==> config.mk <==
export PLATFORM = sky130hd
export DESIGN_NAME = ttt_move_gen_flat
export DESIGN_NICKNAME = d
export VERILOG_FILES = /design/src/rtl/ttt_move_gen_pkg.sv /design/src/rtl/ttt_move_gen_if.sv /design/src/rtl/ttt_move_gen_line_eval.sv /design/src/rtl/ttt_move_gen.sv /design/src/flat_wrapper.sv
export SDC_FILE = /design/constraint.sdc
export NUM_CORES = 1
export LEC_CHECK = 0
export ABC_AREA = 1
export CORE_UTILIZATION = 50
export CTS_CLUSTER_DIAMETER = 40
export DETAILED_ROUTE_END_ITERATION = 8
export PLACE_DENSITY = 0.77
export SLEW_MARGIN = 30
export SYNTH_ARGS = -nofsm -noshare
export SYNTH_HDL_FRONTEND = slang
export SYNTH_HIERARCHICAL = 1
export SYNTH_SLANG_ARGS = --single-unit
==> constraint.sdc <==
create_clock -name clk -period 8.9 [get_ports clk]
set_input_delay 1.335 -clock clk [delete_from_list [all_inputs] [get_ports clk]]
set_output_delay 1.335 -clock clk [all_outputs]
set_load 0.1 [all_outputs]
==> src/rtl/ttt_move_gen_pkg.sv <==
// Shared types, the line/cell index table and small index helpers for the
// tic-tac-toe automatic move generator.
`default_nettype none

package ttt_move_gen_pkg;

  typedef enum logic [1:0] {
    CELL_P0    = 2'd0,
    CELL_P1    = 2'd1,
    CELL_EMPTY = 2'd3
  } cell_t;

  typedef enum logic [1:0] {
    ST_IDLE  = 2'd0,
    ST_LINES = 2'd1,
    ST_CELLS = 2'd2,
    ST_ISSUE = 2'd3
  } fsm_t;

  // Board as 9 cells, cell index = 3*x + y, matching the flat 18-bit layout.
  typedef logic [8:0][1:0] board_t;

  localparam logic [2:0] LAST_LINE  = 3'd7;
  localparam logic [3:0] LAST_CELL  = 4'd8;
  localparam logic [3:0] CENTRE_IDX = 4'd4;

  // Rows 0-2, columns 0-2, main diagonal, anti-diagonal.
  localparam logic [3:0] LINE_CELLS [8][3] = '{
    '{4'd0, 4'd1, 4'd2},
    '{4'd3, 4'd4, 4'd5},
    '{4'd6, 4'd7, 4'd8},
    '{4'd0, 4'd3, 4'd6},
    '{4'd1, 4'd4, 4'd7},
    '{4'd2, 4'd5, 4'd8},
    '{4'd0, 4'd4, 4'd8},
    '{4'd2, 4'd4, 4'd6}
  };

  function automatic logic [3:0] line_cell(input logic [2:0] line, input logic [1:0] pos);
    line_cell = LINE_CELLS[line][pos];
  endfunction

  function automatic logic [1:0] idx_x(input logic [3:0] idx);
    if (idx < 4'd3)      idx_x = 2'd0;
    else if (idx < 4'd6) idx_x = 2'd1;
    else                 idx_x = 2'd2;
  endfunction

  function automatic logic [1:0] idx_y(input logic [3:0] idx);
    idx_y = 2'(idx - 4'd3 * {2'b00, idx_x(idx)});
  endfunction

endpackage

`default_nettype wire

==> src/rtl/ttt_move_gen_if.sv <==
// Move handshake between the move generator (master) and the game core (slave).
`default_nettype none

interface ttt_move_gen_if;
  logic       move_valid;
  logic       move_ready;
  logic [1:0] move_x;
  logic [1:0] move_y;
  logic [1:0] move_player;

  modport master (
    output move_valid,
    output move_x,
    output move_y,
    output move_player,
    input  move_ready
  );

  modport slave (
    input  move_valid,
    input  move_x,
    input  move_y,
    input  move_player,
    output move_ready
  );
endinterface

`default_nettype wire

==> src/rtl/ttt_move_gen_line_eval.sv <==
// Combinational evaluation of one 3-cell line: two of mine plus one empty is a
// win, two of the opponent plus one empty is a block.
`default_nettype none

module ttt_line_eval #(
  parameter logic [1:0] EMPTY_CODE = 2'd3
) (
  input  logic [2:0][1:0] cells,
  input  logic            my_player,
  output logic            is_win,
  output logic            is_block,
  output logic [1:0]      empty_pos
);

  logic [1:0] mine;
  logic [1:0] opp;
  logic [1:0] n_mine;
  logic [1:0] n_opp;
  logic [1:0] n_empty;

  // Code 2 matches none of the three comparisons, so it counts as nothing.
  always_comb begin
    mine      = {1'b0, my_player};
    opp       = {1'b0, ~my_player};
    n_mine    = 2'd0;
    n_opp     = 2'd0;
    n_empty   = 2'd0;
    empty_pos = 2'd0;
    for (int i = 0; i < 3; i++) begin
      if (cells[i] == mine) n_mine = n_mine + 2'd1;
      if (cells[i] == opp)  n_opp  = n_opp + 2'd1;
      if (cells[i] == EMPTY_CODE) begin
        n_empty   = n_empty + 2'd1;
        empty_pos = 2'(i);
      end
    end
  end

  assign is_win   = (n_mine == 2'd2) && (n_empty == 2'd1);
  assign is_block = (n_opp == 2'd2) && (n_empty == 2'd1);

endmodule

`default_nettype wire

==> src/rtl/ttt_move_gen.sv <==
// Automatic opponent: snapshots the board on start, scans win > block > centre >
// first empty cell, and offers the chosen move on a valid/ready handshake.
`default_nettype none

module ttt_move_gen
  import ttt_move_gen_pkg::*;
#(
  parameter logic [1:0] EMPTY_CODE = 2'd3,
  parameter bit         USE_BLOCK  = 1'b1
) (
  input  logic                  clk,
  input  logic                  reset_n,
  input  logic                  start,
  input  logic                  my_player,
  input  logic [17:0]           board_in,
  input  logic                  stop_game,
  output logic                  busy,
  output logic                  no_move,
  ttt_move_gen_if.master        mv
);

  fsm_t       state_q, state_d;
  board_t     board_q, board_d;
  logic       player_q, player_d;
  logic [2:0] line_cnt_q, line_cnt_d;
  logic [3:0] cell_cnt_q, cell_cnt_d;
  logic       blk_found_q, blk_found_d;
  logic [3:0] blk_idx_q, blk_idx_d;
  logic       valid_q, valid_d;
  logic [1:0] x_q, x_d;
  logic [1:0] y_q, y_d;
  logic [1:0] mplayer_q, mplayer_d;
  logic       busy_q, busy_d;
  logic       no_move_q, no_move_d;

  logic [2:0][1:0] line_cells;
  logic            is_win;
  logic            is_block;
  logic [1:0]      empty_pos;
  logic [3:0]      line_idx;
  logic            blk_hit;
  logic            issue;
  logic [3:0]      issue_idx;

  always_comb begin
    for (int p = 0; p < 3; p++) begin
      line_cells[p] = board_q[LINE_CELLS[line_cnt_q][p]];
    end
  end

  ttt_line_eval #(
    .EMPTY_CODE (EMPTY_CODE)
  ) u_line_eval (
    .cells     (line_cells),
    .my_player (player_q),
    .is_win    (is_win),
    .is_block  (is_block),
    .empty_pos (empty_pos)
  );

  assign line_idx = line_cell(line_cnt_q, empty_pos);
  assign blk_hit  = (USE_BLOCK != 1'b0) && is_block;

  always_comb begin
    state_d     = state_q;
    board_d     = board_q;
    player_d    = player_q;
    line_cnt_d  = line_cnt_q;
    cell_cnt_d  = cell_cnt_q;
    blk_found_d = blk_found_q;
    blk_idx_d   = blk_idx_q;
    valid_d     = valid_q;
    x_d         = x_q;
    y_d         = y_q;
    mplayer_d   = mplayer_q;
    busy_d      = busy_q;
    no_move_d   = 1'b0;
    issue       = 1'b0;
    issue_idx   = CENTRE_IDX;

    case (state_q)
      ST_IDLE: begin
        if (start && !stop_game) begin
          board_d     = board_t'(board_in);
          player_d    = my_player;
          busy_d      = 1'b1;
          line_cnt_d  = 3'd0;
          blk_found_d = 1'b0;
          state_d     = ST_LINES;
        end
      end

      ST_LINES: begin
        if (is_win) begin
          issue     = 1'b1;
          issue_idx = line_idx;
        end else begin
          // Only the first block in line order is remembered.
          if (blk_hit && !blk_found_q) begin
            blk_found_d = 1'b1;
            blk_idx_d   = line_idx;
          end
          if (line_cnt_q == LAST_LINE) begin
            if (blk_found_q) begin
              issue     = 1'b1;
              issue_idx = blk_idx_q;
            end else if (blk_hit) begin
              issue     = 1'b1;
              issue_idx = line_idx;
            end else if (board_q[CENTRE_IDX] == EMPTY_CODE) begin
              issue     = 1'b1;
              issue_idx = CENTRE_IDX;
            end else begin
              cell_cnt_d = 4'd0;
              state_d    = ST_CELLS;
            end
          end else begin
            line_cnt_d = line_cnt_q + 3'd1;
          end
        end
      end

      ST_CELLS: begin
        if (board_q[cell_cnt_q] == EMPTY_CODE) begin
          issue     = 1'b1;
          issue_idx = cell_cnt_q;
        end else if (cell_cnt_q == LAST_CELL) begin
          no_move_d = 1'b1;
          busy_d    = 1'b0;
          state_d   = ST_IDLE;
        end else begin
          cell_cnt_d = cell_cnt_q + 4'd1;
        end
      end

      ST_ISSUE: begin
        if (mv.move_ready) begin
          valid_d   = 1'b0;
          busy_d    = 1'b0;
          x_d       = 2'd0;
          y_d       = 2'd0;
          mplayer_d = 2'd0;
          state_d   = ST_IDLE;
        end
      end

      default: state_d = ST_IDLE;
    endcase

    if (issue) begin
      valid_d   = 1'b1;
      x_d       = idx_x(issue_idx);
      y_d       = idx_y(issue_idx);
      mplayer_d = {1'b0, player_q};
      state_d   = ST_ISSUE;
    end

    // Game over wins over everything, including a same-cycle accept.
    if (stop_game) begin
      state_d   = ST_IDLE;
      valid_d   = 1'b0;
      busy_d    = 1'b0;
      no_move_d = 1'b0;
      x_d       = 2'd0;
      y_d       = 2'd0;
      mplayer_d = 2'd0;
    end
  end

  always_ff @(posedge clk or negedge reset_n) begin
    if (!reset_n) begin
      state_q     <= ST_IDLE;
      board_q     <= {9{EMPTY_CODE}};
      player_q    <= 1'b0;
      line_cnt_q  <= 3'd0;
      cell_cnt_q  <= 4'd0;
      blk_found_q <= 1'b0;
      blk_idx_q   <= 4'd0;
      valid_q     <= 1'b0;
      x_q         <= 2'd0;
      y_q         <= 2'd0;
      mplayer_q   <= 2'd0;
      busy_q      <= 1'b0;
      no_move_q   <= 1'b0;
    end else begin
      state_q     <= state_d;
      board_q     <= board_d;
      player_q    <= player_d;
      line_cnt_q  <= line_cnt_d;
      cell_cnt_q  <= cell_cnt_d;
      blk_found_q <= blk_found_d;
      blk_idx_q   <= blk_idx_d;
      valid_q     <= valid_d;
      x_q         <= x_d;
      y_q         <= y_d;
      mplayer_q   <= mplayer_d;
      busy_q      <= busy_d;
      no_move_q   <= no_move_d;
    end
  end

  assign mv.move_valid  = valid_q;
  assign mv.move_x      = x_q;
  assign mv.move_y      = y_q;
  assign mv.move_player = mplayer_q;
  assign busy           = busy_q;
  assign no_move        = no_move_q;

endmodule

`default_nettype wire

==> src/flat_wrapper.sv <==
// flat-port wrapper written by rule: the top's interface ports become plain ports
module ttt_move_gen_flat import ttt_move_gen_pkg::*;
#(
  parameter logic [1:0] EMPTY_CODE = 2'd3,
  parameter bit         USE_BLOCK  = 1'b1
)
  (clk, reset_n, start, my_player, board_in, stop_game, busy, no_move, mv_move_valid, mv_move_x, mv_move_y, mv_move_player, mv_move_ready);
  ttt_move_gen_if mv_i ();
  input  logic clk;
  input  logic reset_n;
  input  logic start;
  input  logic my_player;
  input  logic [17:0] board_in;
  input  logic stop_game;
  output logic busy;
  output logic no_move;
  output wire logic [$bits(mv_i.move_valid)-1:0] mv_move_valid;
  output wire logic [$bits(mv_i.move_x)-1:0] mv_move_x;
  output wire logic [$bits(mv_i.move_y)-1:0] mv_move_y;
  output wire logic [$bits(mv_i.move_player)-1:0] mv_move_player;
  input wire logic [$bits(mv_i.move_ready)-1:0] mv_move_ready;
  assign mv_move_valid = mv_i.move_valid;
  assign mv_move_x = mv_i.move_x;
  assign mv_move_y = mv_i.move_y;
  assign mv_move_player = mv_i.move_player;
  assign mv_i.move_ready = mv_move_ready;
  ttt_move_gen #(.EMPTY_CODE(EMPTY_CODE), .USE_BLOCK(USE_BLOCK)) u_core (.clk(clk), .reset_n(reset_n), .start(start), .my_player(my_player), .board_in(board_in), .stop_game(stop_game), .busy(busy), .no_move(no_move), .mv(mv_i));
endmodule
==> run metrics <==
outcome=complete, no violations; DRT Pass-1 Iters=5; fin. max-slew vios=0; Post-Synth XOR/XNOR Area=1.06%; Final period util=58.0%; Worst Path Arrival=5350 ps; die height=83.3 um; r2r worst-path depth=30; number of enable flip-flop cells after synthesis=0; Peak supply drop=229 uV; worst hold slack=474 ps; clock root cell=clkbuf_8; gr ovfl total=0; mux cell area share after synthesis=1.33%; RR Endpoint=u_core/mv.move_y[1]; DRC=0; post-synthesis sequential area ratio=31.7%; Combinational Power Share=64.3%; placed cell count=579; cells after synthesis=482; Hold Buf Count CTS=0; Reg clk slew, reported paths=80 ps; largest family of logic cells by synthesized area=simple AND/OR/NAND/NOR gates; global-route wire length before repair=13700 um; Routed WL per cell=13.3 um; Vias/cell=5.40; post-route ant nets=0; WL final=7830 um; worst hold start=u_core/mv.move_player[0]; share of cells above drive strength 1=12.7%; min-delay worst type=reg -> reg; Setup crit start kind=flop; # resized after CTS=0; # clock sinks=41; Initial DRC Count=252; fin nets=554; vias in the first global route=3029; post-synthesis cell type count=43; critical path's slowest cell=o21ai_1; Switching Share=52.4%; Mapped Nets=527; hold worst-path end=u_core/mv.move_player[0]; TritonCTS buffer count=5; DR top layer=met4; Clk Latency, worst-skew pair=300 ps; met1 WL=3790 um; Synth Area in Compound Gates=16.9%; routed via count=3167; mapped cell area=3300 um^2; antenna violations before repair=0; setup bufs post-CTS=0; Crit path required time=9090 ps; Yosys warnings=6; share of flip-flops with an asynchronous set or reset=100%; I/O pin count=33; GRT Util Overall=23.9%; final setup margin=3740 ps; crit end category=flop; Power Internal=0.666 mW; max_cap viols=0; flop2flop setup slack=3740 ps; final hold violation count=0; Top FF cell, synth=dfrtp_1; Clk network pwr share=11.9%; leak pwr=1.88 nW; Reg area=1050 um^2; Initial Util=52.0%; RePlAce Congestion=0.902; CP max stage delay=690 ps; clock buffer depth=2; P_sw=0.732 mW; pre-CTS setup slack=3820 ps; CP Launch Point=u_core/line_cnt_q[0]; Post-Synth Adder-Cell Area=7.95%; met3 WL=321 um; CP Max Fanout=13; Max Fclk=194 MHz; Fillers=596; hold path cells=2; min cycle time layout=5160 ps; unrepaired setup endpoints after global routing=no; area occupied by multi-input gates=1880 um^2; worst reg2reg startpoint=u_core/line_cnt_q[0]; Seq pwr share=23.8%; Worst-Margin Slew=974 ps; Finished Layout Cells=587; Synth Register Bits=41; Die ar.=6940 um^2; setup tns final=0 ps; setup violators final=0; worst clock skew=8.00 ps; Pwr Total=1.40 mW; Post-Synth Simple-Gate Area=29.6%; FP Rows=29; pin count of the biggest net entering global routing=42; Post-Syn Area per Cell=6.86 um^2; n_diodes=0; Die W=83.3 um; crit path kind=reg -> reg; HPWL Detailed=6060 um; most used cell, CP=nand2_1; PD cells=370 nW/um^2; core box area=6350 um^2; Slew HR=34.9%; Area Overhead vs Synth=14.3%; CTS H-tree depth=2; CTS tree=built; IO buf count=31; metal2 WL=3640 um
==> critical path, delay by kind of cell (launching register included) <==
| family | cells | cell delay [ps] |
|---|---|---|
| AOI/OAI and AO/OA | 6 | 1550 |
| buffers and inverters | 4 | 430 |
| DFF | 1 | 500 |
| and+or+nand+nor | 17 | 1780 |
| adders and majority gates | 3 | 790 |
==> routing by layer <==
| metal | GRT usage, % | vias up |
|---|---|---|
| met3 | 2.88 | 11 |
| li1 | - | 1592 |
| met1 | 33.0 | 1484 |
| met2 | 39.9 | 80 |
| met5 | 0 | - |
| met4 | 5.80 | 0 |
==> final cells by class <==
class	instances	area share (%)
multi-input combinational	348	49.9
clock inverter	2	0.927
clock buffer	6	2.48
inverter	81	8.05
timing repair buffer	32	8.35
sequential	41	27.8
tap	77	2.55
==> cells in the final DEF, fill, tap and decap left out, types with 2 or more instances in the layout <==
cell type        count
buf_4                2
inv_2                8
clkbuf_8             5
inv_1               73
a31oi_1              4
nor2_1              41
o22ai_1              3
nand4_1              5
o2111ai_1            2
nand2_1            117
nor2_2               7
a21oi_1             33
clkdlybuf4s50_1     30
mux2_2               3
xor2_1               2
nand2_4              2
nand3_1             35
o211ai_1             3
o21ai_1              7
nand3_2              3
xnor2_1              2
o21a_1               2
nand2_2              7
dfstp_2             18
o21ai_2              2
o21ai_0             32
ha_1                21
dfrtp_1             23
nor3_1               2
==> state kept, by name, summed over array words and instances (netlist names), 2 cells and up <==
register / count
u_core/blk_idx_q: 4
u_core/board_q: 18
u_core/cell_cnt_q: 4
u_core/line_cnt_q: 3
u_core/mv.move_x: 2
u_core/mv.move_y: 2
u_core/state_q: 2
==> metrics by stage <==
| step | util, % | cell area [um^2] |
|---|---|---|
| after global placement | 57.4 | 3640 |
| after CTS | 59.4 | 3770 |
| after floorplan | - | 3300 |
| after detailed placement | 57.4 | 3650 |
| final | 59.5 | 3780 |
| after global routing | 59.5 | 3780 |
==> how the worst max path moves through the flow <==
stage / endpoint / slack (ps) / cells after the start
6_report: u_core/mv.move_y[1] / 3740 / 30
5_1_grt: u_core/mv.move_y[1] / 3070 / 30
4_1_cts: u_core/mv.move_y[1] / 3800 / 30
3_5_place_dp: u_core/mv.move_y[1] / 3820 / 30
3_3_place_gp: u_core/mv.move_y[1] / 4020 / 30
2_1_floorplan: u_core/mv.move_y[1] / 4790 / 33
==> kinds of logic (layout without fill, tap and decap cells) <==
kind of cell	Yosys count	after routing
multiplexers	4	4
other	1	1
flip-flops	41	41
AND/OR/NAND/NOR	222	222
buffers and inverters	93	121
AO/OA/AOI/OAI	96	96
adder cells (fa/ha/maj)	21	21
XOR/XNOR	4	4
==> cell usage after synthesis (2+ instances only) <==
library cell  count  share of area, %
nand2_1         117                13
nand4_1           5              0.95
nand3_2           3              0.91
o22ai_1           3              0.57
o21a_1            2              0.45
mux2_2            3               1.0
inv_2             8              0.91
dfstp_2          18                14
o211ai_1          3              0.68
nor2_1           41               4.7
xnor2_1           2              0.53
a21oi_1          33               5.0
o2111ai_1         2              0.53
o21ai_1           7               1.1
nor3_1            2              0.30
o21ai_2           2              0.53
clkbuf_1          4              0.45
dfrtp_1          23                17
buf_2             3              0.45
inv_1            73               8.3
nand2_2           7               1.3
xor2_1            2              0.53
nand2_4           2              0.68
nor2_2            7               1.3
ha_1             21               8.0
buf_4             4              0.91
o21ai_0          32               4.8
nand3_1          35               5.3
a31oi_1           4              0.76
==> power groups by stage <==
stage | registers, mW | clock network [mW] | logic, mW
finish | 0.333 | 0.166 | 0.899
detailed placement | 0.334 | 0 | 0.887
floorplan | 0.353 | 0 | 0.670
global placement | 0.333 | 0 | 0.854
CTS | 0.331 | 0.170 | 0.890
global route | 0.341 | 0.176 | 1.02
Note: power is estimated with default switching activity, not from simulation.
